File: src/rtl/reg_bank_pkg.sv
// Shared widths, register indices and reset defaults for the 6502 register bank.
package reg_bank_pkg;

    localparam int unsigned REG_WIDTH = 8;

    // Architectural register indices
    localparam int unsigned REG_PC  = 0;
    localparam int unsigned REG_ADD = 1;
    localparam int unsigned REG_X   = 2;
    localparam int unsigned REG_Y   = 3;

    // Default reset values for the stack pointer and status register
    localparam int unsigned DEF_SP_RESET   = 32'h0000_00FF;
    localparam int unsigned DEF_STAT_RESET = 32'h0000_0020;

endpackage

File: src/rtl/reg_read_port.sv
// One registered read port: select decode (register / immediate / zero),
// optional same-cycle write and PC-increment forwarding, output register.
module reg_read_port
    import reg_bank_pkg::*;
#(
    parameter int unsigned WIDTH    = REG_WIDTH,
    parameter int unsigned NUM_REGS = 4,
    parameter bit          BYPASS   = 1'b1,
    localparam int unsigned SEL_W   = $clog2(NUM_REGS + 1)
) (
    input  logic                          clk,
    input  logic                          reset,
    input  logic [SEL_W-1:0]              sel,
    input  logic [WIDTH-1:0]              imm,
    input  logic [NUM_REGS-1:0][WIDTH-1:0] regs,
    input  logic                          we,
    input  logic [SEL_W-1:0]              wsel,
    input  logic [WIDTH-1:0]              wdata,
    input  logic                          pc_inc,
    output logic [WIDTH-1:0]              data
);

    localparam int unsigned IDX_W = (NUM_REGS > 1) ? $clog2(NUM_REGS) : 1;

    logic [IDX_W-1:0] sel_idx;
    logic [WIDTH-1:0] data_c;

    assign sel_idx = IDX_W'(sel);

    // Decode the select; a pending write beats a pending PC increment when forwarding
    always_comb begin
        data_c = '0;
        if (sel < SEL_W'(NUM_REGS)) begin
            data_c = regs[sel_idx];
            if (BYPASS) begin
                if (we && (wsel == sel)) begin
                    data_c = wdata;
                end else if (pc_inc && (sel == SEL_W'(REG_PC))) begin
                    data_c = regs[REG_PC] + WIDTH'(1);
                end
            end
        end else if (sel == SEL_W'(NUM_REGS)) begin
            data_c = imm;
        end
    end

    // Output register
    always_ff @(posedge clk) begin
        if (reset) begin
            data <= '0;
        end else begin
            data <= data_c;
        end
    end

endmodule

File: src/rtl/reg_bank.sv
// Register bank: general registers with PC auto-increment, two read ports,
// hardware stack pointer with sticky wrap flags, and a bit-masked status register.
module reg_bank
    import reg_bank_pkg::*;
#(
    parameter int unsigned      WIDTH      = REG_WIDTH,
    parameter int unsigned      NUM_REGS   = 4,
    parameter bit               BYPASS     = 1'b1,
    parameter logic [WIDTH-1:0] SP_RESET   = WIDTH'(DEF_SP_RESET),
    parameter logic [WIDTH-1:0] STAT_RESET = WIDTH'(DEF_STAT_RESET),
    localparam int unsigned     SEL_W      = $clog2(NUM_REGS + 1)
) (
    input  logic             clk,
    input  logic             reset,
    input  logic             we,
    input  logic [SEL_W-1:0] wsel,
    input  logic [WIDTH-1:0] wdata,
    input  logic             pc_inc,
    input  logic [WIDTH-1:0] imm,
    input  logic [SEL_W-1:0] sel_a,
    input  logic [SEL_W-1:0] sel_b,
    output logic [WIDTH-1:0] out_a,
    output logic [WIDTH-1:0] out_b,
    input  logic             sp_push,
    input  logic             sp_pop,
    output logic [WIDTH-1:0] sp_out,
    output logic             stack_ovf,
    output logic             stack_unf,
    input  logic [WIDTH-1:0] stat_mask,
    input  logic [WIDTH-1:0] stat_din,
    output logic [WIDTH-1:0] stat_out
);

    logic [NUM_REGS-1:0][WIDTH-1:0] regs_q;

    // General registers; out-of-range write indices match no entry and are dropped
    always_ff @(posedge clk) begin
        if (reset) begin
            regs_q <= '0;
        end else begin
            for (int unsigned i = 0; i < NUM_REGS; i++) begin
                if (we && (wsel == SEL_W'(i))) begin
                    regs_q[i] <= wdata;
                end else if ((i == REG_PC) && pc_inc) begin
                    regs_q[i] <= regs_q[i] + WIDTH'(1);
                end
            end
        end
    end

    // Stack pointer: push decrements, pop increments, both or neither hold
    always_ff @(posedge clk) begin
        if (reset) begin
            sp_out    <= SP_RESET;
            stack_ovf <= 1'b0;
            stack_unf <= 1'b0;
        end else if (sp_push && !sp_pop) begin
            sp_out <= sp_out - WIDTH'(1);
            if (sp_out == '0) begin
                stack_ovf <= 1'b1;
            end
        end else if (sp_pop && !sp_push) begin
            sp_out <= sp_out + WIDTH'(1);
            if (sp_out == '1) begin
                stack_unf <= 1'b1;
            end
        end
    end

    // Status register: only masked bits take new data
    always_ff @(posedge clk) begin
        if (reset) begin
            stat_out <= STAT_RESET;
        end else begin
            stat_out <= (stat_out & ~stat_mask) | (stat_din & stat_mask);
        end
    end

    reg_read_port #(
        .WIDTH    (WIDTH),
        .NUM_REGS (NUM_REGS),
        .BYPASS   (BYPASS)
    ) u_port_a (
        .clk    (clk),
        .reset  (reset),
        .sel    (sel_a),
        .imm    (imm),
        .regs   (regs_q),
        .we     (we),
        .wsel   (wsel),
        .wdata  (wdata),
        .pc_inc (pc_inc),
        .data   (out_a)
    );

    reg_read_port #(
        .WIDTH    (WIDTH),
        .NUM_REGS (NUM_REGS),
        .BYPASS   (BYPASS)
    ) u_port_b (
        .clk    (clk),
        .reset  (reset),
        .sel    (sel_b),
        .imm    (imm),
        .regs   (regs_q),
        .we     (we),
        .wsel   (wsel),
        .wdata  (wdata),
        .pc_inc (pc_inc),
        .data   (out_b)
    );

endmodule

File: config.mk
export PLATFORM = sky130hd
export DESIGN_NAME = reg_bank
export DESIGN_NICKNAME = d
export VERILOG_FILES = /design/src/rtl/reg_bank_pkg.sv /design/src/rtl/reg_read_port.sv /design/src/rtl/reg_bank.sv
export SDC_FILE = /design/constraint.sdc
export NUM_CORES = 1
export LEC_CHECK = 0
export ABC_AREA = 0
export BUFFER_PORTS_ARGS = -buffer_cell sky130_fd_sc_hd__buf_2
export CORE_MARGIN = 5
export CORE_UTILIZATION = 52
export DETAILED_ROUTE_END_ITERATION = 6
export GPL_ROUTABILITY_DRIVEN = 0
export PLACE_DENSITY_LB_ADDON = 0.2
export REMOVE_ABC_BUFFERS = 1
export SLEW_MARGIN = 40
export SYNTH_ARGS = -nofsm -noshare
export SYNTH_HDL_FRONTEND = slang
export SYNTH_SLANG_ARGS = --single-unit
export TNS_END_PERCENT = 50
File: constraint.sdc
create_clock -name clk -period 2.8 [get_ports clk]
set_input_delay 0.7 -clock clk [delete_from_list [all_inputs] [get_ports clk]]
set_output_delay 0.7 -clock clk [all_outputs]
set_load 0.1 [all_outputs]
Yosys cells after proc, flatten, opt, wreduce, memory -nomap -nowiden
Cells that the tools add are included.
{"block": "totals", "register_bits": 66, "inputBits": 47, "word_cells": 66}
{"block": "op_classes", "add_sub_neg": 3, "n_lt_le_gt_ge": 4, "n_eq_ne": 8, "n_mux": 16, "bitwise_logic": 5, "reduce_logical": 20}
{"operator": "$mux 8", "count": 14}
{"operator": "$bmux 8 s2", "count": 2}
{"operator": "$add 8x1->8 const B", "count": 2}
{"operator": "$and 8x8->8", "count": 2}
{"operator": "$logic_and 1x1->1", "count": 10}
{"operator": "$logic_not 3->1", "count": 3}
{"operator": "$eq 8x8->1 const B", "count": 1}
{"operator": "$logic_not 8->1", "count": 1}
{"operator": "$not 8->8", "count": 1}
{"operator": "$or 8x8->8", "count": 1}
{"operator": "$sub 8x1->8 const B", "count": 1}
{"operator": "$eq 3x2->1 const B", "count": 2}
{"operator": "$eq 3x3->1", "count": 2}
{"operator": "$eq 3x3->1 const B", "count": 2}
{"operator": "$lt 2x3->1 const B", "count": 2}
{"operator": "$lt 3x3->1 const B", "count": 2}
{"operator": "$reduce_bool 2->1", "count": 2}
{"operator": "$eq 3x1->1 const B", "count": 1}
{"operator": "$reduce_and 3->1", "count": 1}
{"operator": "$logic_not 1->1", "count": 2}
{"operator": "$reduce_and 2->1", "count": 1}
{"operator": "$not 1->1", "count": 1}

Longest topological paths before layout
{"block": "logic_depth", "word_depth": 5, "ltp_mapped": 12, "depth_no_buf": 10}

Hierarchy
From an unflattened synthesis, not the netlist that was laid out.
{"block": "unflattened", "cells_unflattened": 471, "hier_area_um2": 4041.4}
{"mod": "reg_bank", "n_inst": 1, "cells_per_inst": 279, "area_each_um2": 2331.0, "seq_area_each_um2": 1001.0}
{"mod": "reg_read_port (u_port_a)", "n_inst": 1, "cells_per_inst": 108, "area_each_um2": 888.4, "seq_area_each_um2": 160.2}
{"mod": "reg_read_port (u_port_b)", "n_inst": 1, "cells_per_inst": 84, "area_each_um2": 822.0, "seq_area_each_um2": 160.2}

Worst setup path before layout
Ideal clock, no wire load.
{"block": "synth_path", "path_type": "input -> register", "start": "input sp_pop", "end": "register sp_out[6]", "arrival_time_ps": 2451, "required_time_ps": 2681, "setup_slack_ps": 230, "stages": 12, "path_buffers": 2, "path_cell_list": "inv_1 ha_1 buf_4 buf_8 xor2_1 ha_1 a21boi_0 o22a_1 a211o_1 a31oi_1 xnor2_1 nand2b_1"}
{"block": "synth_via", "elab_chain_len": 3, "word_cells_on_any_way": 5, "classes_between": "mux (1); reduce/logical (4)"}
{"item": "from (decl)", "line_no": "reg_bank.sv:25", "rtl": "input logic sp_pop,"}
{"item": "$logic_not 1->1", "line_no": "reg_bank.sv:57", "rtl": "end else if (sp_push && !sp_pop) begin"}
{"item": "$logic_and 1x1->1", "line_no": "reg_bank.sv:57"}
{"item": "$mux 8 or $reduce_bool 2->1 (tied branches)"}
{"item": "to (signal assigned)", "line_no": "reg_bank.sv:58", "rtl": "sp_out <= sp_out - WIDTH'(1);"}
{"item": "to (signal assigned)", "line_no": "reg_bank.sv:63", "rtl": "sp_out <= sp_out + WIDTH'(1);"}
{"item": "to (decl)", "line_no": "reg_bank.sv:26", "rtl": "output logic [WIDTH-1:0] sp_out,"}
Parallel ways exist; a longest one is shown, timed or not.
A chain may end at the register's enable or synchronous reset.

Final worst setup path
Ends and elaborated chain as after synthesis.

==> results.md <==
- Syn avg cell area: 8.83 um^2
- Share of total power in combinational logic: 30.2%
- CTS Buf Count: 9
- Final worst-path cycle share: 77.8%
- Synthesized flop and latch total: 66
- Number of antenna violations at the first check in global routing: 0
- Filler instances: about 660
- First drt pass iteration count: 4
- Worst Path Class, Setup: input port to flop
- Crit start category: input port
- Largest net degree at the start of global routing: 37
- Clock Latency Late Sink: 350 ps
- Number of buffers between clock root and the deepest sink: 2
- Proportion of synthesized flip-flops having asynchronous set or reset: 0%
- Maximum fanout count along the critical path: 4
- Synthesis-to-layout area growth: 14.0%
- Net count, final: ~540
- Root cell of the clock tree: sky130_fd_sc_hd__clkbuf_8
- Final design instance area without fill: between 0.004 and 0.005 mm^2
- Sink count of the clock tree: 66
- Total leakage power: 1.74 nW
- Placed Area: about 0.0042 mm^2
- Vias per std cell: 5.58
- Area share of the largest cell type after synthesis: 34.7%
- Worst EP arrival: 2410 ps
- Total power density per cell area: 591 mW/mm^2
- Register area share after synthesis: 34.7%
- Number of distinct standard cells referenced by the synthesized netlist: 54
- Highest Clock Rate: 459 MHz
- Clock H-tree levels: 3
- Residual antenna-violating net count after detailed routing: 0
- Final HPWL from detailed placement: 6620 um
- Global-route usage over all layers: 19.8%
- Required @ worst endpoint: 3030 ps
- Reported net switching power: between 0.9 and 1 mW
- Clock tree from TritonCTS: built
- Fraction of layout instances using a drive strength above 1: 25.5%
- Final core occ: 60.5%
- Vert. Die Dim: 95.5 um
- Outcome: completed
- Via count of the first global-routing pass: approximately 3200
- Post-Syn Instances: 431
- Post-CTS setup buffer count: 0
- X dimension of the die: 95.5 um
- Most common library cell in the layout ignoring fill and taps: sky130_fd_sc_hd__buf_2
- Worst slew margin: 57.7%
- Power share of the sequential group: 42.4%
- Final-layout setup total negative slack: 0 ps
- Core region area: 0.00718 mm^2
- Pint: 1.57 mW
- Slew Limit Fails: 0
- Effective utilization at floorplan: 53.0%
- Min Tclk post-route: about 2200 ps
- Worst hold path type: flop to flop
- Most area-consuming cells after synthesis: sky130_fd_sc_hd__dfxtp_1 35%, sky130_fd_sc_hd__mux4_2 8.9%, sky130_fd_sc_hd__mux2i_1 6.6%, sky130_fd_sc_hd__nand2_1 5.2%, sky130_fd_sc_hd__nor2_1 4.3%
- Antenna Cells: 0
- Final count of negative-setup-slack endpoints: 0
- Number of port buffers: 80
- Starting DRT DRC Count: 176
- Post-CTS Hold Fix Bufs: 0
- Netlist area before placement: 0.00380 mm^2
- Area of the die: 0.00913 mm^2
- Remaining Overflow, GRT: 0
- Number of enable flip-flop cells after synthesis: 0
- Final WL: 8800 um
- Final total power: 2.56 mW
- Remaining routing DRC violations: 0
- Commonest register cell after synthesis: sky130_fd_sc_hd__dfxtp_1
- Max VDD drop: 0.518 mV
- Count of instances resized after the clock tree is built: 0
- Cell taking the most area after synthesis: sky130_fd_sc_hd__dfxtp_1
- Worst Hold Margin: roughly 480 ps
- Average wire per cell in the routed design: 14.8 um
- Worst Setup End Kind: flop
- Wire length of the first global-routing pass: 14300 um
- Io pins: 81
- Total number of vias: 3310
- Commonest non-fill, non-tap cells in the layout: 80 x sky130_fd_sc_hd__buf_2, 66 x sky130_fd_sc_hd__dfxtp_1, 53 x sky130_fd_sc_hd__nand2_1
- Final hold violation count: 0
- Setup repair after global routing missed its margin: false
- Number of standard-cell rows in the floorplan: 31
- Clock slew at the register clock pins of the worst setup and hold paths: 60 ps
- Net switching share of the total power: 38.7%
- Count of synthesis-stage warnings from yosys: 0
- Worst Skew: 6.96 ps
- Maxcap violations: 0
- Worst slew pin tran: 635 ps
- Portion of total power attributed to the clock network: 27.4%
-- metal layers --
metal	routed length, um	GRT usage, %
met4	115	7.82
met1	3550	23.1
met5	0	0
met2	4460	35.4
met3	669	3.63
-- logic make-up after synthesis --
logic type      share of synthesized area (%)
compound gates                           15.7
fa+ha+maj                                1.64
mux                                      15.8
xor+xnor                                 6.45
flops                                    34.7
simple gates                             20.0
buf+inv                                  5.75
-- power groups by stage --
| stage | registers, mW | logic [mW] | clock network (mW) |
|---|---|---|---|
| floorplan | 1.40 | 0.284 | 0 |
| global placement | 1.10 | 0.765 | 0 |
| detailed placement | 1.10 | 0.776 | 0 |
| CTS | 1.09 | 0.777 | 0.724 |
| global route | 1.10 | 0.832 | 0.760 |
| finish | 1.09 | 0.775 | 0.701 |
-- cells in the mapped netlist (all sizes together) (4+ instances only) --
master,number
ha,5
nor2b,7
a211oi,13
nor2,45
nand3,4
o211ai,10
mux4,15
nand2,53
a21oi,24
nand2b,12
o21ai,13
buf,21
xor2,13
mux2i,25
o22ai,11
xnor2,15
nor3,9
a211o,4
dfxtp,66
clkbuf,18
nand4,8
-- through the flow --
stage               instances  worst slack (ps)
finish                    593               621
detailed placement        577               267
global route              593               484
global placement          577               317
CTS                       593               627
floorplan                 392               129
-- layout make-up --
| cell class | instances | area [um^2] | area share (%) |
|---|---|---|---|
| clock buffer | 11 | 141 | 3.26 |
| clock inverter | 5 | 30.0 | 0.692 |
| sequential | 66 | 1320 | 30.5 |
| tap | 99 | 124 | 2.86 |
| timing repair buffer | 86 | 445 | 10.3 |
| inverter | 3 | 11.3 | 0.260 |
| multi-input combinational | 323 | 2260 | 52.2 |
-- worst max-delay path, stage by stage --
cell and delay, ps:
sky130_fd_sc_hd__buf_2 90, sky130_fd_sc_hd__inv_1 50, sky130_fd_sc_hd__ha_1 190, sky130_fd_sc_hd__xor2_1 150, sky130_fd_sc_hd__ha_1 220, sky130_fd_sc_hd__a21boi_0 130, sky130_fd_sc_hd__o22a_1 230, sky130_fd_sc_hd__a211o_1 300
sky130_fd_sc_hd__a31oi_1 160, sky130_fd_sc_hd__xnor2_1 140, sky130_fd_sc_hd__nand2b_1 60
-- final timing paths --
check / from / endpoint / slack [ps] / cells past startpoint
hold / removal: regs_q[15]$_SDFFE_PP0P_ / regs_q[15]$_SDFFE_PP0P_ / 480 / 2
setup / recovery: sp_pop / sp_out[6]$_SDFFE_PP1P_ / 620 / 11
hold reg to reg: regs_q[15]$_SDFFE_PP0P_ / regs_q[15]$_SDFFE_PP0P_ / 480 / 2
setup reg to reg: sp_out[1]$_SDFFE_PP1P_ / sp_out[6]$_SDFFE_PP1P_ / 790 / 8
(Power assumes the default switching activity.)
